$ cat src/rtl/uartin.sv
// UART 8N1 receiver: 2-flop synchronizer, mid-bit sampling, one-cycle strobes
// for a good byte, a framing error, or a byte dropped while downstream is full.
module uartin #(
  parameter int unsigned CDIV = 434
) (
  input  logic       clk,
  input  logic       rst,
  input  logic       rx,
  input  logic       ready_n,
  output logic [7:0] data,
  output logic       valid_n,
  output logic       frame_err,
  output logic       overrun
);

  localparam int unsigned CW = $clog2(CDIV);
  // Counter runs down to zero, so a full bit period reloads CDIV-1.
  localparam logic [CW-1:0] CNT_FULL = CW'(CDIV - 1);
  localparam logic [CW-1:0] CNT_HALF = CW'(CDIV / 2 - 1);

  typedef enum logic [2:0] {
    IDLE  = 3'd0,
    START = 3'd1,
    DATA  = 3'd2,
    STOP  = 3'd3,
    BREAK = 3'd4
  } state_t;

  state_t        state;
  logic          rx_meta;
  logic          rxs;
  logic [CW-1:0] cnt;
  logic [7:0]    shreg;
  logic [2:0]    bit_idx;
  logic          tick;

  assign tick = (cnt == '0);

  always_ff @(posedge clk) begin
    if (rst) begin
      state     <= IDLE;
      rx_meta   <= 1'b1;
      rxs       <= 1'b1;
      cnt       <= '0;
      shreg     <= 8'h00;
      bit_idx   <= 3'd0;
      data      <= 8'h00;
      valid_n   <= 1'b1;
      frame_err <= 1'b0;
      overrun   <= 1'b0;
    end else begin
      rx_meta   <= rx;
      rxs       <= rx_meta;
      valid_n   <= 1'b1;
      frame_err <= 1'b0;
      overrun   <= 1'b0;

      case (state)
        IDLE: begin
          if (!rxs) begin
            state <= START;
            cnt   <= CNT_HALF;
          end
        end

        START: begin
          if (tick) begin
            if (rxs) begin
              state <= IDLE;
            end else begin
              state   <= DATA;
              cnt     <= CNT_FULL;
              bit_idx <= 3'd0;
            end
          end else begin
            cnt <= cnt - CW'(1);
          end
        end

        DATA: begin
          if (tick) begin
            shreg   <= {rxs, shreg[7:1]};
            cnt     <= CNT_FULL;
            bit_idx <= bit_idx + 3'd1;
            if (bit_idx == 3'd7) begin
              state <= STOP;
            end
          end else begin
            cnt <= cnt - CW'(1);
          end
        end

        // Leaving at mid stop bit lets a directly following start bit be seen.
        STOP: begin
          if (tick) begin
            if (rxs) begin
              state <= IDLE;
              if (!ready_n) begin
                data    <= shreg;
                valid_n <= 1'b0;
              end else begin
                overrun <= 1'b1;
              end
            end else begin
              state     <= BREAK;
              frame_err <= 1'b1;
            end
          end else begin
            cnt <= cnt - CW'(1);
          end
        end

        BREAK: begin
          if (rxs) begin
            state <= IDLE;
          end
        end

        default: state <= IDLE;
      endcase
    end
  end

endmodule

$ cat config.mk
export PLATFORM = sky130hd
export DESIGN_NAME = uartin
export DESIGN_NICKNAME = d
export VERILOG_FILES = /design/src/rtl/uartin.sv
export SDC_FILE = /design/constraint.sdc
export NUM_CORES = 1
export LEC_CHECK = 0
export CAP_MARGIN = 10
export CORE_MARGIN = 2
export CORE_UTILIZATION = 34
export DETAILED_ROUTE_END_ITERATION = 7
export PLACE_DENSITY_LB_ADDON = 0.05
export SLEW_MARGIN = 20
export SYNTH_ARGS = -nofsm -noshare
export SYNTH_HDL_FRONTEND = slang
export SYNTH_SLANG_ARGS = --single-unit
export TNS_END_PERCENT = 50
$ cat constraint.sdc
create_clock -name clk -period 2.4 [get_ports clk]
set_input_delay 0.48 -clock clk [delete_from_list [all_inputs] [get_ports clk]]
set_output_delay 0.48 -clock clk [all_outputs]
set_load 0.05 [all_outputs]
* Yosys cells after proc, flatten, opt, wreduce, memory -nomap -nowiden *
Cells that the tools add are included.

word-level totals
  register bits = 36
  latch bits = 0
  bits in writable memories = 0
  ROM bits = 0
  bits of input ports = 4
  output and inout port bits = 11
  logic and storage cells = 62
  memories kept = 0

cells by class
  add/sub/neg operators = 2
  $mul = 0
  div/mod/pow operators = 0
  order comparisons = 0
  equal/unequal tests = 14
  shift-type cells = 0
  multiplexer cells = 21
  bitwise logic cells = 4
  reduce and logical (&&, ||, !) cells = 11

operators with widths
  kind                 number
  $mux 9               5
  $pmux 9 s4           1
  $mux 3               10
  $ne 2x2->1 const B   8
  $pmux 3 s5           1
  $reduce_and 4->1     3
  $logic_not 9->1      1
  $sub 9x1->9 const B  1
  $eq 3x2->1 const B   2
  $eq 3x3->1 const B   2
  $pmux 3 s2           1
  $reduce_and 6->1     1
  $not 1->1            4
  $reduce_bool 4->1    1
  $reduce_or 4->1      1
  $add 3x1->3 const B  1
  $eq 3x1->1 const B   1
  $logic_not 3->1      1
  $ne 3x3->1 const B   1
  $reduce_or 3->1      1
  $mux 1               2
  $mux 2               1
  $reduce_and 2->1     1
  $reduce_bool 2->1    1

* Longest topological paths before layout *
Gate-level depths: netlist of run 1.

  depth after elaboration = 4
  mapped depth = 9
  mapped depth without buffers = 7

* Least setup slack after synthesis of run 1 *
OpenSTA, ideal clock, no wires.

  path kind = reg2reg
  from = reg cnt[0]
  to = reg cnt[6]
  library setup time = 0.117 ns
  arrival = 1.624 ns
  required time = 2.283 ns
  path slack = 0.659 ns
  cell stages (with the launch flop) = 10
  buffers on the path = 2
  clock period less this slack = 1.741 ns
  cell sequence = dfxtp_1 inv_1 ha_1 nor4b_2 and2_1 buf_6 o22ai_4 buf_6 o21ai_0 a32o_1

on the way
  longest elaborated chain between the ends = 3
  elaborated cells on any way between the ends = 9
  classes of those cells = add/sub (1); eq/ne (2); mux (4); reduce/logical (2)

RTL lines
  what                                            line  source
  from (decl)                                     32    logic [CW-1:0] cnt;
  from (signal assigned)                          76    cnt <= cnt - CW'(1);
  from (signal assigned)                          89    cnt <= cnt - CW'(1);
  from (signal assigned)                          109   cnt <= cnt - CW'(1);
  $sub 9x1->9 or $logic_not 9->1 (tied branches)  n/a
  $mux 9, or another cell as far along            95    if (tick) begin
  $pmux 9 s4 or $reduce_and 4->1 (tied branches)  n/a

Parallel ways exist; a longest one is shown, timed or not. The select of a mux whose other input is x is not followed.
A chain may end at the register's enable or synchronous reset.

* Final worst setup path of run 1 *
  from = reg cnt[0]
  to = reg data[4]

on the way
  longest elaborated chain between the ends = 2

RTL lines
  what                               line  source
  $logic_not 9->1                    37    assign tick = (cnt == '0);
  $reduce_and 4->1 (no source line)  n/a
  to (signal assigned)               99    data <= shreg;
  to (decl)                          10    output logic [7:0] data,

Every way passes these cells.

==> results of run 1 <==
==> stage by stage <==
| step | std cells | hold slack (ns) | instance area [um^2] |
|---|---|---|---|
| 6_report | 270 | 0.414 | 1950 |
| 3_5_place_dp | 262 | 0.401 | 1860 |
| 3_3_place_gp | 262 | 0.408 | 1860 |
| 4_1_cts | 270 | 0.419 | 1950 |
| 5_1_grt | 270 | 0.434 | 1950 |
| 2_1_floorplan | 186 | 0.389 | 1660 |
==> worst max-delay path, cell delays in order, from the launching register on <==
cell and delay (ns):
dfxtp_1 0.34, inv_1 0.11, ha_1 0.15, nor4b_2 0.30, and2_1 0.38, and3_1 0.45
nand3_1 0.12, a21oi_1 0.16
==> cell usage after synthesis (3+ instances only) <==
cell type,n
a21o_1,3
a21oi_1,14
ha_1,4
dfxtp_1,36
inv_1,4
o21ai_0,3
nand3_1,11
buf_2,3
mux2i_1,9
a32o_1,3
nand2_1,20
nor3_1,6
nor2_1,22
clkbuf_1,4
or3_1,3
o21a_1,4
==> sequential cells by signal, indices dropped and copies added (netlist names) <==
signal     cells
valid_n        1
state          3
shreg          8
rxs            1
rx_meta        1
overrun        1
data           8
bit_idx        3
cnt            9
frame_err      1
==> worst max path at each step <==
stage / slack [ns] / depth (start not counted) / endpoint
finish: 0.33 / 7 / data[4]
detailed placement: 0.37 / 7 / data[4]
CTS: 0.35 / 7 / data[4]
floorplan: 0.66 / 9 / cnt[6]
global route: 0.07 / 7 / data[2]
global placement: 0.42 / 7 / data[4]
==> metal layers <==
layer	GRT usage, %	routed length, um
met1	20.5	1850
met2	20.9	1590
met3	4.25	149
met4	7.27	44
met5	0	0
==> cells by family after synthesis <==
family	after synthesis	share of synthesized area, %
buf+inv	14	4.52
flops	36	43.4
mux	10	6.10
simple gates	78	23.7
xor+xnor	1	0.528
compound gates	43	18.7
fa+ha+maj	4	3.01
==> area by class of cell <==
cell class,instances,area (um^2)
fillers,469,2770
multi-input cells,136,865
flip-flops and latches,36,721
repair buffers,19,178
well taps,67,83.8
clock buffers,5,68.8
clock inverters,3,18.8
inverters,4,15.0
==> power groups by stage <==
stage               Clock (mW)  Combinational, mW  Sequential (mW)
global placement             0              0.870            0.782
global route             0.472              0.988            0.787
CTS                      0.442              0.874            0.770
finish                   0.423              0.876            0.772
detailed placement           0              0.865            0.784
floorplan                    0              0.730            0.747
==> metrics.txt, run 1 <==
P_sw=0.840 mW; nets@finish=210; min cycle time layout=roughly 2.1 ns; DRT iter0 DRCs=138; sw frac=40.5%; most common cell after layout, fill and taps aside=dfxtp_1; Vias/cell=5.06; asr flop ratio synth=0%; top-area cell type share of the netlist area=between 40% and 50%; IO Pins=15; Worst Clk Skew=0.00961 ns; Synth area leader=dfxtp_1; total power=~2.1 mW; Seq/Total Area, Yosys=43.4%; Leakage=0.768 nW; worst min path class=flip-flop to flip-flop; drt pass-1 iters=5; GR Overflow Total=0; type of the worst setup path=flip-flop to flip-flop; P&R area growth vs syn=17.4%; core area=between 4000 and 5000 um^2; initial antenna violation count=0; Synth area leaders=dfxtp_1 (43%), mux2i_1 (5.4%), nor2_1 (5.0%); H-tree levels=2; RSZ-0062 raised after global routing=no; min-delay src=rx_meta; R2R cell count=7; pin count of the biggest net entering global routing=22; status=finished clean; fmax=0.482 GHz; drc violations=0; Rows=25; number of global-route vias before repair=1,247; final hold violation count=0; routed vias=between 1,000 and 1,500; reg-to-reg slack, setup=0.33 ns; clk_lat worst skew=~0.29 ns; RePlAce Congestion=around 0.85; gr usage total=14.8%; critical path startpoint category=flip-flop; Routed Wire Length=3640 um; CTS Root Buffer Type=clkbuf_8; Starting Density=35.2%; Distinct cells, synth=45; YS warnings=0; CTS Hold Bufs=0; WP data arrival=2.29 ns; final setup violation count=0; I/O Buffers=14; Final Slew Violations=0; Seq pwr share=37.3%; cells after synthesis=186; Final ANT Viol Nets=0; dpl ws=0.370 ns; worst-margin pin slew=0.510 ns; post-CTS sizing=0; Max FO, Critical Path=10; Internal Power=approximately 1.2 mW; Top FF cell, synth=dfxtp_1; commonest cells after routing, fill and taps aside=dfxtp_1 (36), nor2_1 (22), nand2_1 (20); synthesized area per cell=8.93 um^2; setup bufs post-CTS=0; first-pass GRT wire length=6070 um; Max-Slew Margin vs Limit=65.9%; worst ir drop on vdd=0.385 mV; DP Wirelength=roughly 2600 um; origin of the critical flop-to-flop path=cnt[0]; die area=5460 um^2; hold depth=1; die height=73.9 um; clock slew at reported path FFs=0.08 ns; Die Wd=~74 um; reg2reg end=data[4]; crit end category=flip-flop; final worst slack=approximately 0.33 ns; TNS Setup=0 ns; Worst Path Required=2.62 ns; Gate power share=42.3%; post-synthesis register bit count=36; CP Launch Point=cnt[0]; CTS tree=yes; max_cap viols=0; Cell Area, Synth=1660 um^2; clock sink count=36; Hold Path End=rxs; number of antenna repair diodes=0; cts bufs inserted=5; final period utilization=86.4%; proportion of layout cells with a drive suffix above 1=10.3%; Post-synth EDFFs=0; Bufs on Longest Clock Path=2; power density over cell area=1060 nW/um^2; routed len/inst=between 10 and 15 um; clock power share=20.4%; final core occ=41.3%; Post-Synthesis Net Count=194
(Power assumes the default switching activity.)
==> run 2, diff against run 1 <==
--- a/config.mk
+++ b/config.mk
@@ -5,10 +5,12 @@
 export SDC_FILE = /design/constraint.sdc
 export NUM_CORES = 1
 export LEC_CHECK = 0
+export ABC_AREA = 1
 export CAP_MARGIN = 10
 export CORE_MARGIN = 2
 export CORE_UTILIZATION = 34
 export DETAILED_ROUTE_END_ITERATION = 7
+export GPL_ROUTABILITY_DRIVEN = 0
 export PLACE_DENSITY_LB_ADDON = 0.05
 export SLEW_MARGIN = 20
 export SYNTH_ARGS = -nofsm -noshare
==> run 2 against run 1 <==
Against the previous run:
- fmax is 8.5% higher
- critical path depth decreased by 6
- clock power increased by 26%
- cell count increased by 26%
- combinational power fell by 14%
- sequential power decreased by 8.3%
- core utilization down 0.23 points
- first-iteration DRC count shrank 41%
- via count is 8.0% higher
- die area is 5.6% higher
- design area is 6.2% higher
- largest power group unchanged
- highest routed layer unchanged
==> metrics.txt, run 2 <==
final period utilization=79.6% (-6.7 points); first-pass GRT wire length=6550 um (+7.8%); Max FO, Critical Path=2 (-8); Seq/Total Area, Yosys=41.0% (-2.4 points); gr usage total=14.1% (-0.70 points); Synth area leaders=dfxtp_1 (41%), nand2_1 (13%), nor2_1 (10%); nets@finish=277 (+32%); initial antenna violation count=0 (unchanged); DRT iter0 DRCs=81 (-41%); die area=5770 um^2 (+5.6%); number of global-route vias before repair=1,412 (+13%); power density over cell area=965 nW/um^2 (-9.2%); hold depth=1 (unchanged); TNS Setup=0 ns (unchanged); final setup violation count=0 (unchanged); reg-to-reg slack, setup=0.67 ns (+0.34 ns); Rows=26 (+4.0%); R2R cell count=8 (+1); Cell Area, Synth=1760 um^2 (+6.0%); Final ANT Viol Nets=0 (unchanged); Post-Synthesis Net Count=259 (+34%); Final Slew Violations=0 (unchanged); reg2reg end=valid_n; routed vias=1,476 (+8.0%); pin count of the biggest net entering global routing=21 (-4.5%); Worst Path Required=1.92 ns (-0.70 ns); H-tree levels=2 (unchanged); drc violations=0 (unchanged); CP Launch Point=data[4]; sequential standard cell area=721 um^2 (unchanged); DP Wirelength=2670 um (+3.1%); die height=75.9 um (+2.8%); IO Pins=15 (unchanged); clock slew at reported path FFs=0.08 ns (about the same); list of most frequent post-synthesis cells=nand2_1 (60), nor2_1 (48), dfxtp_1 (36); Buf/Inv on CP=1 (unchanged); worst ir drop on vdd=0.454 mV (+18%); Starting Density=34.9% (-0.26 points); status=finished clean; most common cell after layout, fill and taps aside=nand2_1; crit end category=output pin; GR Overflow Total=0 (unchanged); Top FF cell, synth=dfxtp_1; worst-margin pin slew=0.583 ns (+0.0735 ns); final hold violation count=0 (unchanged); leading registers by flop count=cnt x9, data x8, shreg x8; Post-synth EDFFs=0 (unchanged); crit-path leading delay family=buffers and inverters; min cycle time layout=1.91 ns (-0.162 ns); clk_lat worst skew=0.29 ns (about the same); fill cell count=554 (+18%); min-delay src=rx_meta; CP max-delay cell=clkdlybuf4s50_1; CTS Hold Bufs=0 (unchanged); multi-input logic area=871 um^2 (+0.72%); Max-Slew Margin vs Limit=61.1% (-4.8 points); top-area cell type share of the netlist area=41.0% (-2.4 points); Hold Path End=rxs; routed len/inst=11.0 um (-18%); RSZ-0062 raised after global routing=no; count leader, synth=nand2_1; CTS tree=yes; core area=5040 um^2 (+6.8%); max reg flops=9 (unchanged); critical path startpoint category=flip-flop; I/O Buffers=14 (unchanged); cells after synthesis=251 (+35%); Bufs on Longest Clock Path=2 (unchanged); Distinct cells, synth=25 (-44%); CTS Root Buffer Type=clkbuf_8; clock sink count=36 (unchanged); Die Wd=75.9 um (+2.8%); Vias/cell=4.34 (-14%); max_cap viols=0 (unchanged); CP cell instances=clkdlybuf4s50_1; setup bufs post-CTS=0 (unchanged); proportion of layout cells with a drive suffix above 1=10.7% (+0.40 points); synthesized area per cell=7.01 um^2 (-21%); number of antenna repair diodes=0 (unchanged); Leakage=0.997 nW (+30%); post-synthesis register bit count=36 (unchanged); WP data arrival=1.43 ns (-0.86 ns); commonest cells after routing, fill and taps aside=nand2_1 (60), nor2_1 (48), dfxtp_1 (36); type of the worst setup path=flip-flop to output pin; cts bufs inserted=5 (unchanged); post-CTS sizing=0 (unchanged); CP peak stage delay=0.80 ns (+0.35 ns); origin of the critical flop-to-flop path=cnt[0]; Hold WS=0.425 ns (+0.0107 ns); drt pass-1 iters=4 (-1); worst min path class=flip-flop to flip-flop; Largest Register=cnt; YS warnings=0 (unchanged); asr flop ratio synth=0% (unchanged); Routed Wire Length=3750 um (+3.1%); Worst Clk Skew=0.00437 ns (-0.00524 ns); P&R area growth vs syn=17.6%; Synth area leader=dfxtp_1; fmax=0.523 GHz (+8.5%)
==> run 2: metrics by stage <==
stage | std cells | setup WS (ns) | area, um^2 | util (%) | power [mW]
2_1_floorplan | 251 | 0.953 | 1760 | - | 1.32
3_3_place_gp | 332 | 0.598 | 1960 | 38.8 | 1.49
3_5_place_dp | 332 | 0.595 | 1960 | 38.8 | 1.48
4_1_cts | 340 | 0.474 | 2070 | 41.0 | 2.03
5_1_grt | 340 | 0.433 | 2070 | 41.0 | 2.15
6_report | 340 | 0.489 | 2070 | 41.0 | 2.00
==> run 2: kinds of logic (layout without fill, tap and decap cells) <==
family / Yosys count / count (layout) / share of synthesized area, %
DFF: 36 / 36 / 41.0
adders and majority gates: 4 / 4 / 2.85
xor gates and xnor gates: 1 / 1 / 0.498
buffers and inverters: 38 / 57 / 9.53
AOI/OAI and AO/OA: 27 / 27 / 7.97
and+or+nand+nor: 145 / 145 / 38.2
==> run 2: final cells by class <==
type	instances	share of cell area (%)
flip-flops and latches	36	34.8
clock buffers	5	3.33
multi-input cells	177	42.1
clock inverters	3	2.06
inverters	33	5.99
repair buffers	16	7.50
well taps	70	4.23
==> run 2: how the worst max path moves through the flow <==
stage | endpoint | slack (ns) | cells past startpoint
after floorplan | valid_n | 0.95 | 8
after global placement | cnt[2] | 0.60 | 4
after detailed placement | cnt[2] | 0.59 | 4
after CTS | data[7] | 0.47 | 1
after global routing | data[7] | 0.43 | 1
final | data[4] | 0.49 | 1
==> run 2: layer usage <==
layer  GRT usage (%)  part of all wire [%]
met1            18.9                    51
met2            21.9                    45
met3            3.69                   2.6
met4            5.45                   1.4
met5               0                     0
==> run 2: power breakdown <==
part / internal (mW) / switching, mW / leakage, nW
combinational: 0.256 / 0.499 / 0.651
sequential: 0.649 / 0.0587 / 0.292
clock: 0.307 / 0.227 / 0.0541
total: 1.21 / 0.785 / 0.997
==> run 2: worst register-to-register path: cells and delay by family (launching register included) <==
kind	cells	cell delay [ns]
DFF	1	0.33
buffers and inverters	2	0.17
and+or+nand+nor	5	0.93
adders and majority gates	1	0.19
